<file path="src/rtl/bus_arbiter_reg.sv">
// Registered common-bus controller: selects one of NSRC sources onto bus_data.
// Register sources complete in one cycle; memory uses a read handshake with a timeout.
module bus_arbiter_reg #(
    parameter int                 DATA_W      = 16,
    parameter int                 ADDR_W      = 12,
    parameter int                 NSRC        = 8,
    parameter int                 SEL_W       = 3,
    parameter int                 MEM_SEL     = 7,
    parameter logic [NSRC-1:0]    NARROW_MASK = 8'b0000_0110,
    parameter int                 TIMEOUT     = 15
) (
    input  logic                   clk,
    input  logic                   reset,
    input  logic                   req,
    input  logic [SEL_W-1:0]       sel,
    input  logic [NSRC*DATA_W-1:0] src_data,
    input  logic [DATA_W-1:0]      mem_rdata,
    input  logic                   mem_ack,
    input  logic                   err_clr,
    output logic                   req_ready,
    output logic                   mem_rd,
    output logic [DATA_W-1:0]      bus_data,
    output logic                   bus_valid,
    output logic [SEL_W-1:0]       bus_src,
    output logic                   err,
    output logic [1:0]             err_code
);

    localparam int CNT_W = $clog2(TIMEOUT + 1);
    localparam logic [DATA_W-1:0] ADDR_MASK = {{(DATA_W-ADDR_W){1'b0}}, {ADDR_W{1'b1}}};
    localparam logic [1:0] ERR_NONE    = 2'd0;
    localparam logic [1:0] ERR_ILLEGAL = 2'd1;
    localparam logic [1:0] ERR_TIMEOUT = 2'd2;

    typedef enum logic [0:0] {IDLE, MEM_WAIT} state_t;

    state_t             state;
    logic [CNT_W-1:0]   wait_cnt;
    logic               sel_legal;
    logic               sel_mem;
    logic [DATA_W-1:0]  src_word;

    // Handshake: a request is taken on any edge where req && req_ready; req while
    // req_ready=0 is dropped, and each completed transfer pulses bus_valid once.
    assign req_ready = (state == IDLE);

    always_comb begin
        sel_legal = (sel != '0) && (32'(sel) < NSRC);
        sel_mem   = (sel == SEL_W'(MEM_SEL));
        src_word  = src_data[sel*DATA_W +: DATA_W];
        if (NARROW_MASK[sel]) begin
            src_word = src_word & ADDR_MASK;
        end
    end

    always_ff @(posedge clk) begin
        if (reset) begin
            state     <= IDLE;
            wait_cnt  <= '0;
            mem_rd    <= 1'b0;
            bus_data  <= '0;
            bus_valid <= 1'b0;
            bus_src   <= '0;
            err       <= 1'b0;
            err_code  <= ERR_NONE;
        end else begin
            bus_valid <= 1'b0;
            // Clear first so an error raised on the same edge overrides it.
            if (err_clr) begin
                err      <= 1'b0;
                err_code <= ERR_NONE;
            end
            case (state)
                IDLE: begin
                    if (req) begin
                        if (!sel_legal) begin
                            err      <= 1'b1;
                            err_code <= ERR_ILLEGAL;
                        end else if (sel_mem) begin
                            mem_rd   <= 1'b1;
                            wait_cnt <= '0;
                            state    <= MEM_WAIT;
                        end else begin
                            bus_data  <= src_word;
                            bus_src   <= sel;
                            bus_valid <= 1'b1;
                        end
                    end
                end
                MEM_WAIT: begin
                    // wait_cnt holds the number of ack-less cycles already spent.
                    if (mem_ack) begin
                        bus_data  <= mem_rdata;
                        bus_src   <= SEL_W'(MEM_SEL);
                        bus_valid <= 1'b1;
                        mem_rd    <= 1'b0;
                        state     <= IDLE;
                    end else if (wait_cnt == CNT_W'(TIMEOUT - 1)) begin
                        mem_rd   <= 1'b0;
                        err      <= 1'b1;
                        err_code <= ERR_TIMEOUT;
                        wait_cnt <= '0;
                        state    <= IDLE;
                    end else begin
                        wait_cnt <= wait_cnt + 1'b1;
                    end
                end
                default: state <= IDLE;
            endcase
        end
    end

endmodule
</file>
<file path="config.mk">
export PLATFORM = sky130hd
export DESIGN_NAME = bus_arbiter_reg
export DESIGN_NICKNAME = d
export VERILOG_FILES = /design/src/rtl/bus_arbiter_reg.sv
export SDC_FILE = /design/constraint.sdc
export NUM_CORES = 1
export LEC_CHECK = 0
export CORE_MARGIN = 3
export CORE_UTILIZATION = 31
export DETAILED_ROUTE_END_ITERATION = 6
export PLACE_DENSITY = 0.8
export SLEW_MARGIN = 5
export SYNTH_ARGS = -nofsm -noshare
export SYNTH_HDL_FRONTEND = slang
export SYNTH_SLANG_ARGS = --single-unit
</file>
<file path="constraint.sdc">
create_clock -name clk -period 1.75 [get_ports clk]
set_input_delay 0.2625 -clock clk [delete_from_list [all_inputs] [get_ports clk]]
set_output_delay 0.2625 -clock clk [all_outputs]
set_load 0.03 [all_outputs]
</file>
# [After elaboration in Yosys (flattened, before gate mapping)]
# Memory sizes are Yosys's and may differ from the RTL's.
# Index checks and enable logic that the tools add are counted.
[word_totals] memories=1 reg_bits=29 romBits=8 latchBits=0 ramBits=0 wordCells=73
[op_classes] eq_ne=9 n_lt_le_gt_ge=1 div_mod_pow=0 bitwise_logic=1 reduce_logical=4 muxes=47 multipliers=0 addsub=1 shifts=1
[mem_list] name="(name not given)" depth=8 word_bits=1 rd=1 rd_clocked_by_memory_dff=0 write_ports=0 line="51" source="if (NARROW_MASK[sel]) begin"
[op_table] op="$shiftx A128 B8 Y16" count=1
[op_table] op="$mux W16" count=5
[op_table] op="$pmux W16 S2" count=1
[op_table] op="$mux W1" count=20
[op_table] op="$mux W4" count=5
[op_table] op="$mux W3" count=4
[op_table] op="$reduce_and A4 Y1" count=3
[op_table] op="$mux W2" count=5
[op_table] op="$ne A2 B2 Y1 const B" count=4
[op_table] op="$pmux W1 S2" count=4
[op_table] op="$pmux W4 S2" count=1
[op_table] op="$pmux W3 S2" count=1
[op_table] op="$add A4 B1 Y4 const B" count=1
[op_table] op="$eq A4 B4 Y1 const B" count=1
[op_table] op="$lt A3 B4 Y1 const B" count=1
[op_table] op="$ne A2 B1 Y1 const B" count=2
[op_table] op="$pmux W2 S2" count=1
[op_table] op="$eq A3 B3 Y1 const B" count=1
[op_table] op="$ne A3 B2 Y1 const B" count=1
[op_table] op="$reduce_bool A3 Y1" count=1
[op_table] op="$not A1 Y1" count=1

# [Logic depth before layout (Yosys ltp)]
[logic_depth] word_depth=7 mapped_depth=10

# [Worst setup path after synthesis]
# OpenSTA, ideal clock, no wires.
[synth_path] path_type="input to register" start="input port sel[0]" end="register bus_data[4]" stages=9 arrival_time_ps=1747 path_buffers=3 required_ps=1616 path_slack_ps=-131 path_cell_list="buf_4 -> buf_4 -> inv_1 -> ha_1 -> mux2i_1 -> a21oi_2 -> buf_4 -> nor4_1 -> nor3_1"
[synth_via] elab_chain_cells=6
[synth_lines] item="start: declaration" line="15" source="input logic [SEL_W-1:0] sel,"
[synth_lines] item="$shiftx A128 B8 Y16" line="50" source="src_word = src_data[sel*DATA_W +: DATA_W];"
[synth_lines] item="$mux W16" line="51"
[synth_lines] item="$mux W16" line="79" source="end else if (sel_mem) begin"
[synth_lines] item="$mux W16" line="76" source="if (!sel_legal) begin"
[synth_lines] item="$mux W16" line="75" source="if (req) begin"
[synth_lines] item="$pmux W16 S2" line="73" source="case (state)"
[synth_lines] item="end signal: assignment" line="84" source="bus_data <= src_word;"
[synth_lines] item="end signal: assignment" line="93" source="bus_data <= mem_rdata;"
[synth_lines] item="end: declaration" line="22" source="output logic [DATA_W-1:0] bus_data,"
# Several ways; a longest one is shown, not always the timed one. The select of a mux whose other input is x is not followed.
# A chain may end at the register's enable or synchronous reset.

# [Worst setup path in the final report]
[layout_path] start="input port req" end="register bus_data[10]"
[layout_via] elab_chain_cells=2
[layout_lines] item="start: declaration" line="14" source="input logic req,"
[layout_lines] item="$ne A2 B2 Y1 (no source line)"
[layout_lines] item="$reduce_and A4 Y1 (no source line)"
# No other way between the ends.

==> run metrics <==
Cell Chain, Critical Path=clkdlybuf4s50_1 -> nor2b_2 -> buf_4 -> a21o_4 -> buf_12 -> nor2_1 -> nor3_1; critical-path maximum fanout=13; M2 GR Usage=41.4%; area leader, netlist=dfxtp_1; antenna diode count=0; fin util=64.6%; Ports=177; PortBufs=176; power per cell area=540 nW/um2; post-route ant nets=0; Fin Setup TNS=0 ns; post-synthesis compound-gate area fraction=13.7%; Synth Cell Area=2310 um2; Netlist cell types=41; worst skew pair latency=0.28 ns; RSZ-0062 raised after global routing=false; VDD IR max=0.000283 V; gr ovfl total=0; Max-Cap Viols=0; count of final setup violators=0; total track usage=22.9%; largest net degree at the start of global routing=49; Core ar.=7020 um2; Lkg Pwr=1.79 nW; Placed Instances=536; Die W=92.3 um; met3 usage=3.98%; post-DR wirelength/cell=18.6 um; Layout Skew=0.00307 ns; Crit path required time=1.96 ns; vias in the first global route=2860; Max Root-Sink Buffers=2; antenna violations before repair=0; top area cells in the synthesized netlist=dfxtp_1 25%, mux2i_1 21%, mux4_2 7.8%; Die Span Y=92.3 um; vias=2901; #FFs+latches synth=29; Max Freq=0.613 GHz; Relative slew margins=75.2%; sequential-to-total area share from yosys stat=25.1%; Initial DRC Count=277; CTS Sinks=29; Hold/Removal Path Class=primary input to flip-flop; Worst Slack Setup Final=0.118 ns; Syn Area/Cell=8.81 um2; DRT Pass-1 Iters=4; H-tree depth=2; global-route wire length before repair=15100 um; yosys warns=0; final period utilization=93.2%; pre-CTS WS=-0.609 ns; CP Class=primary input to flip-flop; number of core rows=30; Worst-path clk slew=0.06 ns; CP max-delay cell=clkdlybuf4s50_1; routability cong.=0.861; xor/xnor share of the synthesized area=0%; Finished Layout Cells=549; fillers=564; Post-Synth Adder-Cell Area=2.17%; TritonCTS clock tree=built; mux cell area share after synthesis=31.0%; post-synthesis simple-gate area fraction=21.3%; r2r setup slk=0.16 ns; post-DP HPWL=7980 um; crit path launch type=primary input; Yosys top cell area share=25.1%; Worst setup EP type=flip-flop; syn nets=418; status=finished, final reports clean; min cycle time layout=1.63 ns; busiest metal layer after global routing=met2; initial core utilization=32.9%; P&R area growth vs syn=96.5%; die footprint=8520 um2; WP data arrival=1.84 ns; final wirelength=10200 um; M1 GR Usage=27.9%; max incr delay on CP=0.52 ns; main combinational cell family by area after synthesis=multiplexers; Hold Fails Final Rpt=0; cells after synthesis=262; root buffer cell=clkbuf_8; Num CTS Buffers=5; Slew Limit Fails=0; fraction of layout cells with a size suffix above 1=15.5%; Remaining DRCs=0; Least-Margin Pin Slew=0.370 ns; Nets=608; Vias/cell=5.28
[critical path, delay by kind of cell]
| family | cells | cell delay (ns) |
|---|---|---|
| buf+inv | 3 | 0.86 |
| simple gates | 3 | 0.55 |
| compound gates | 1 | 0.16 |
[synth_stat cells]
| library cell | n |
|---|---|
| and3_1 | 2 |
| mux4_2 | 8 |
| nand3b_1 | 2 |
| nand2_1 | 14 |
| nor4_1 | 12 |
| o21ai_1 | 2 |
| nor3_1 | 9 |
| or3_1 | 2 |
| inv_1 | 5 |
| a22oi_1 | 4 |
| a2111oi_2 | 1 |
| nor2b_1 | 1 |
| and4b_1 | 1 |
| a221oi_1 | 1 |
| a21oi_1 | 5 |
| o22ai_1 | 12 |
| a21o_1 | 1 |
| nor3_2 | 5 |
| and2b_1 | 1 |
| dfxtp_1 | 29 |
| clkbuf_1 | 4 |
| a311oi_1 | 3 |
| a31oi_1 | 1 |
| buf_1 | 1 |
| o21ai_0 | 12 |
| buf_6 | 3 |
| a21oi_2 | 1 |
| nand4_1 | 1 |
| buf_4 | 7 |
| or3b_4 | 2 |
| buf_2 | 6 |
| mux2i_1 | 49 |
| nor2_1 | 33 |
| a2bb2oi_1 | 1 |
| nand2b_1 | 2 |
| and2_1 | 1 |
| mux2_2 | 4 |
| o2bb2ai_1 | 4 |
| nand3_1 | 5 |
| ha_1 | 4 |
| nand4b_1 | 1 |
[final timing paths]
check,start,end,cells past startpoint
worst max register to register,state$_SDFF_PP0_,bus_data[7]$_SDFFE_PP0P_,5
worst min-delay path,sel[0],bus_src[0]$_SDFFE_PP0P_,4
worst max-delay path,req,bus_data[10]$_SDFFE_PP0P_,7
worst min register to register,err_code[1]$_SDFF_PP0_,err_code[1]$_SDFF_PP0_,2
[through the flow]
stage                     hold slack, ns  cell area, um2  total power [mW]
final                              0.430            4540              2.45
after global routing               0.433            4540              2.54
after CTS                          0.423            4470              2.43
after detailed placement           0.473            4260              1.68
after global placement             0.476            4260              1.67
after floorplan                    0.449            2320              1.15
[layout make-up]
class | instances | area (um2) | area share, %
clock buffer | 7 | 86.3 | 1.90
clock inverter | 1 | 30.0 | 0.662
inverter | 5 | 18.8 | 0.414
multi-input combinational | 210 | 1700 | 37.4
sequential | 29 | 582 | 12.8
tap | 96 | 120 | 2.65
timing repair buffer | 201 | 2000 | 44.1
[registers in the layout, summed over array words and instances, names as in the netlist]
register / count
bus_src: 3
mem_rd: 1
bus_data: 16
err_code: 2
err: 1
bus_valid: 1
state: 1
wait_cnt: 4
[report_power, final]
part           switching [mW]  internal [mW]
Sequential             0.0257          0.705
Combinational           0.406          0.594
Clock                   0.256          0.464
[metal layers]
metal | vias up | wire length, um
met5 | - | 0
met3 | 19 | 581
met2 | 144 | 5240
met1 | 1364 | 4160
met4 | 0 | 243
li1 | 1374 | -
[repair_timing]
action,4_1_cts,5_1_grt
gates cloned,1,2
hold buffers,0,0
setup endpoints to repair,18,12
pin swaps,2,2
setup buffers,2,0
endpoints found under the hold margin,0,0
gates resized for setup,13,13
[placed cells by master, fill, tap and decap left out, types with 3 or more instances in the layout]
master	n
dfxtp_1	28
nor3_2	5
nor2_1	33
nor3_1	9
mux2i_1	48
buf_4	21
inv_1	5
o21ai_1	5
clkbuf_8	6
mux2_2	4
nand3_1	5
o2bb2ai_1	4
o21ai_0	9
o22ai_1	5
nor4_1	11
buf_12	4
mux4_2	8
a311oi_1	3
or3b_4	4
ha_1	4
clkdlybuf4s50_1	172
a21oi_1	5
a22oi_1	4
nand2_1	14
o22ai_2	7
[logic make-up after synthesis]
| logic type | after synthesis |
|---|---|
| AO/OA/AOI/OAI | 48 |
| adder cells (fa/ha/maj) | 4 |
| multiplexers | 61 |
| flip-flops | 29 |
| AND/OR/NAND/NOR | 94 |
| buffers and inverters | 26 |
Power figures use the tool's default switching activity.
==> RTL edit 1, RTL diff (config.mk and constraints unchanged) <==
Set the parameter `ADDR_W` to 11 (it was 12).
--- a/src/rtl/bus_arbiter_reg.sv
+++ b/src/rtl/bus_arbiter_reg.sv
@@ -4,3 +4,3 @@
     parameter int                 DATA_W      = 16,
-    parameter int                 ADDR_W      = 12,
+    parameter int                 ADDR_W      = 11,
     parameter int                 NSRC        = 8,
Function: changed (a bounded check fails within 4 cycles, from zero or initial values and one cycle with reset high).
==> RTL edit 1 against the original RTL <==
Final area shrank 3.5%; sequential cell count is the same; setup slack lost 0.066 ns; total power shrank 11%; cell count shrank 11%; routed wire length shrank 17%; first-iteration DRC count shrank 65%; clock skew grew 0.0012 ns; area after synthesis shrank 1.4%; utilization shrank 1.6 points.
==> RTL edit 1: results (changes against the original RTL) <==
** Status
- Outcome: completed (unchanged).

** STA
- The clock skew was 0.00431 ns (was 0.00307 ns).
- The slew of the pin with the lowest slew margin is 0.355 ns (was 0.370 ns).

** Global route
- The first-pass GRT wire length came to 13.5 mm (was 15.1 mm).
- The overall fraction of global-route tracks in use came to 20.3% (was 22.9%).
- The number of global-route vias before repair is 2,725 (was 2,860).
- Largest net degree at the start of global routing :: 28 (was 49)

** Power and ir drop
- Reported leakage power :: 1.59 nW (was 1.79 nW)
- Portion of total power attributed to the clock network :: 23.8% (was 29.4%)
- P_comb :: 0.000940 W (was 0.00100 W)
- Net Sw Power :: 0.000620 W (was 0.000688 W)
- Total clock network power :: 0.000521 W (was 0.000720 W)
- IR Drop Worst-Case VDD :: 0.298 mV (was 0.283 mV)

** Final layout
- The share of final-layout standard cells stronger than drive strength 1 is 22.3% (was 15.5%).
- The final instance count without filler cells came to 491 (was 549).

** Detailed routing
- Detailed route wirelength on metal3 :: 511 um (was 581 um)
- Mean routed wirelength per cell :: 17.3 um (was 18.6 um)
- Vias per cell :: 5.15 (was 5.28)
- The met2 routed wirelength came to 4.64 mm (was 5.24 mm).
- Initial detailed-routing violation count :: 97 (was 277)
- Routed met1 length :: 3.28 mm (was 4.16 mm)

** Synth
- Leading cell types by count after synthesis :: sky130_fd_sc_hd__mux4_2, sky130_fd_sc_hd__dfxtp_1, sky130_fd_sc_hd__nor2_1 (was sky130_fd_sc_hd__mux2i_1, sky130_fd_sc_hd__nor2_1, sky130_fd_sc_hd__dfxtp_1)
- The area share of the largest cell type after synthesis was 30.7% (was 25.1%).
- Most area-consuming cells after synthesis: sky130_fd_sc_hd__mux4_2, sky130_fd_sc_hd__dfxtp_1, sky130_fd_sc_hd__o32ai_2 (was sky130_fd_sc_hd__dfxtp_1, sky130_fd_sc_hd__mux2i_1, sky130_fd_sc_hd__mux4_2).
- Share of the yosys chip area belonging to registers :: 25.5% (was 25.1%)
- The number of nets in the synthesized netlist is 362 (was 418).

** Placed design
- Post-placement cell area :: 4300 um2 (was 4260 um2)
- DP Cell Count :: 483 (was 536)
- Final HPWL DP :: 7.31 mm (was 7.98 mm)
- The placer congestion estimate was 0.766 (was 0.861).

** Die
- Effective utilization at floorplan :: 32.8% (was 32.9%)

** Clocking
- Post-CTS setup repair buffer count :: 0 (was 2)
[RTL edit 1: kinds of logic after synthesis]
kind of cell | synth area share (%)
fa+ha+maj | 2.20
flops | 25.5
mux | 32.7
simple gates | 12.9
buf+inv | 6.27
compound gates | 20.5
[RTL edit 1: critical path, cell delays in order]
cell,delay (ns)
sky130_fd_sc_hd__clkdlybuf4s50_1,0.55
sky130_fd_sc_hd__mux2_4,0.33
sky130_fd_sc_hd__or3_4,0.44
sky130_fd_sc_hd__o32ai_2,0.29
[RTL edit 1: layout make-up]
class / count / area (um2)
clock buffers: 6 / 72.6
clock inverters: 2 / 10.0
fillers: 582 / 2570
inverters: 6 / 27.5
multi-input cells: 152 / 1610
flip-flops and latches: 29 / 581
well taps: 96 / 120
repair buffers: 200 / 1960
[RTL edit 1: metal layers]
metal	track usage [%]	vias to the layer above
met5	0	-
met4	4.90	0
met3	3.36	6
met2	38.7	110
met1	23.3	1207
li1	-	1205
[RTL edit 1: per-stage QoR]
stage,TNS (ns),util [%],hold WS [ns],worst slack (ns)
2_1_floorplan,-0.362,-,0.449,-0.0488
3_3_place_gp,-7.59,61.9,0.444,-0.417
3_5_place_dp,-8.96,61.9,0.451,-0.480
4_1_cts,0,63.0,0.343,0.0608
5_1_grt,0,63.0,0.361,0.00188
6_report,0,63.0,0.339,0.0528
[RTL edit 1: path summary, 6_finish.rpt]
path / slack (ns) / cells past startpoint / endpoint / start
max: 0.05 / 4 / bus_data[4] / sel[2]
min: 0.34 / 3 / bus_src[0] / sel[0]
max reg2reg: 0.21 / 6 / bus_data[0] / state
min reg2reg: 0.46 / 2 / bus_src[2] / bus_src[2]
[RTL edit 1: timing repair]
action                                  in CTS  in global routing
endpoints found under the setup margin      20                 11
resized for setup                            2                  1
hold buffers                                 0                  0
==> RTL edit 2, RTL diff (config.mk and constraints unchanged) <==
Made on the original files. Reset style: asynchronous (`reset`), changed in one clocked block.
--- a/src/rtl/bus_arbiter_reg.sv
+++ b/src/rtl/bus_arbiter_reg.sv
@@ -55,3 +55,3 @@
 
-    always_ff @(posedge clk) begin
+    always_ff @(posedge clk or posedge reset) begin
         if (reset) begin
Behaviour: differs if reset is asserted again (counterexample within 4 cycles, from zero or initial values and one cycle with reset high); with reset held inactive, the same outputs for 10 cycles.
==> RTL edit 2 against the original RTL <==
The run now ends with design-rule violations left; routed wire length fell by 5.0%; via count fell by 2.4%; critical path type unchanged; area after synthesis rose by 7.3%; total power rose by 15%; setup slack got worse by 0.052 ns; sequential cell count did not move; final area rose by 1.6%; hold slack got worse by 0.065 ns; count of clock-buffer cells in the layout did not move; utilization fell by 3.1 points.
==> RTL edit 2: results (changes against the original RTL) <==
** Setup path
- The endpoint of the most critical setup path was bus_data[7] (was bus_data[10]).
- Setup slack, reg-to-reg :: 0.21 ns (was 0.16 ns)
- Worst Reg-to-Reg Cells :: 4 (was 5)

** Final layout
- The final net count came to 579 (was 608).
- The share of final-layout standard cells stronger than drive strength 1 is 20.8% (was 15.5%).
- Number of inserted filler cells in the final layout :: 630 (was 564)

** Synth
- Leading cell types by count after synthesis :: sky130_fd_sc_hd__dfrtp_1, sky130_fd_sc_hd__mux2_2, sky130_fd_sc_hd__mux2_1, sky130_fd_sc_hd__nand3_1 (was sky130_fd_sc_hd__mux2i_1, sky130_fd_sc_hd__nor2_1, sky130_fd_sc_hd__dfxtp_1)
- The share of flip-flops with an asynchronous set or reset after synthesis was 100% (was 0%).
- The number of nets in the synthesized netlist is 388 (was 418).
- Most frequently used flop master after synthesis :: sky130_fd_sc_hd__dfrtp_1 (was sky130_fd_sc_hd__dfxtp_1)
- Most area-consuming cells after synthesis :: sky130_fd_sc_hd__dfrtp_1, sky130_fd_sc_hd__mux2_2, sky130_fd_sc_hd__mux4_2 (was sky130_fd_sc_hd__dfxtp_1, sky130_fd_sc_hd__mux2i_1, sky130_fd_sc_hd__mux4_2)

** STA
- Final Hold Slack :: 0.365 ns (was 0.430 ns)
- Max-Slew Margin vs Limit :: 48.2% (was 75.2%)

** Power and ir drop
- IR Drop Worst-Case VDD :: 0.327 mV (was 0.283 mV)
- The leakage power was 1.79 nW (about the same).

** Global route
- The overall fraction of global-route tracks in use was 21.3% (was 22.9%).
- GR met3 Demand/Resource :: 6.95% (was 3.98%)

** Detailed routing
- Number of design rule violations left after detail routing :: 3 (was 0)
- Initial detailed-routing violation count :: 111 (was 277)
- The count of TritonRoute iterations in the first routing pass came to 7 (was 4).
- The met2 routed wirelength is 5.08 mm (was 5.24 mm).

** Clocking
- Post-CTS setup repair buffer count :: 0 (was 2)

** Hold path
- Class of the most critical hold timing path :: input port to asynchronous set/reset pin (was input port to flip-flop)

** Placed design
- Final HPWL DP :: 8.03 mm (was 7.98 mm)

** Status
- Violations in the final reports :: design-rule violations
- Outcome :: complete, but fails checks (was completed)
RTL edit 2: cell types whose count changed after synthesis, sizes merged, moves of 10 or more:
cell    change
nor2       -31
o21ai      -12
nor4       -12
a222oi     +12
dfxtp      -29
mux2       +44
a31oi      +11
nor3       -13
nand3      +10
o22ai      -12
dfrtp      +29
mux2i      -47
RTL edit 2: cell families after synthesis:
group / count (synthesis) / share of synthesized area, %
DFF: 29 / 29.3
AOI/OAI and AO/OA: 63 / 20.7
buffers and inverters: 32 / 6.42
muxes: 58 / 30.7
adders and majority gates: 4 / 2.02
and+or+nand+nor: 46 / 10.9
RTL edit 2: layout make-up:
class                      instances  share of cell area (%)
timing repair buffer             205                    43.7
inverter                          11                   0.896
multi-input combinational        171                    35.1
clock buffer                       7                    1.87
tap                               99                    2.69
sequential                        29                    15.7
RTL edit 2: per-stage QoR:
stage          setup slack, ns  TNS [ns]  instances  power (W)  area (um2)
5_1_grt               -0.00792   -0.0172        522    0.00298        4610
3_3_place_gp            -0.502     -7.66        515    0.00224        4480
4_1_cts                 0.0344         0        522    0.00283        4580
6_report                0.0663         0        522    0.00282        4610
3_5_place_dp            -0.595     -9.15        515    0.00226        4480
2_1_floorplan           0.0636         0        232    0.00152        2480
RTL edit 2: report_power, final:
part	total (W)	switching, W	leakage, nW	internal, W
combinational	0.00137	0.000602	1.40	0.000764
sequential	0.000898	0.000100	0.350	0.000798
clock	0.000555	0.000243	0.0443	0.000311
total	0.00282	0.000946	1.79	0.00187
RTL edit 2: worst min-delay path by stage:
stage	startpoint	endpoint	cells after the start
global placement	bus_src[0]	bus_src[0]	1
CTS	reset	wait_cnt[2]	3
global route	reset	wait_cnt[2]	3
detailed placement	bus_src[0]	bus_src[0]	1
finish	reset	wait_cnt[2]	3
floorplan	reset	bus_data[0]	1
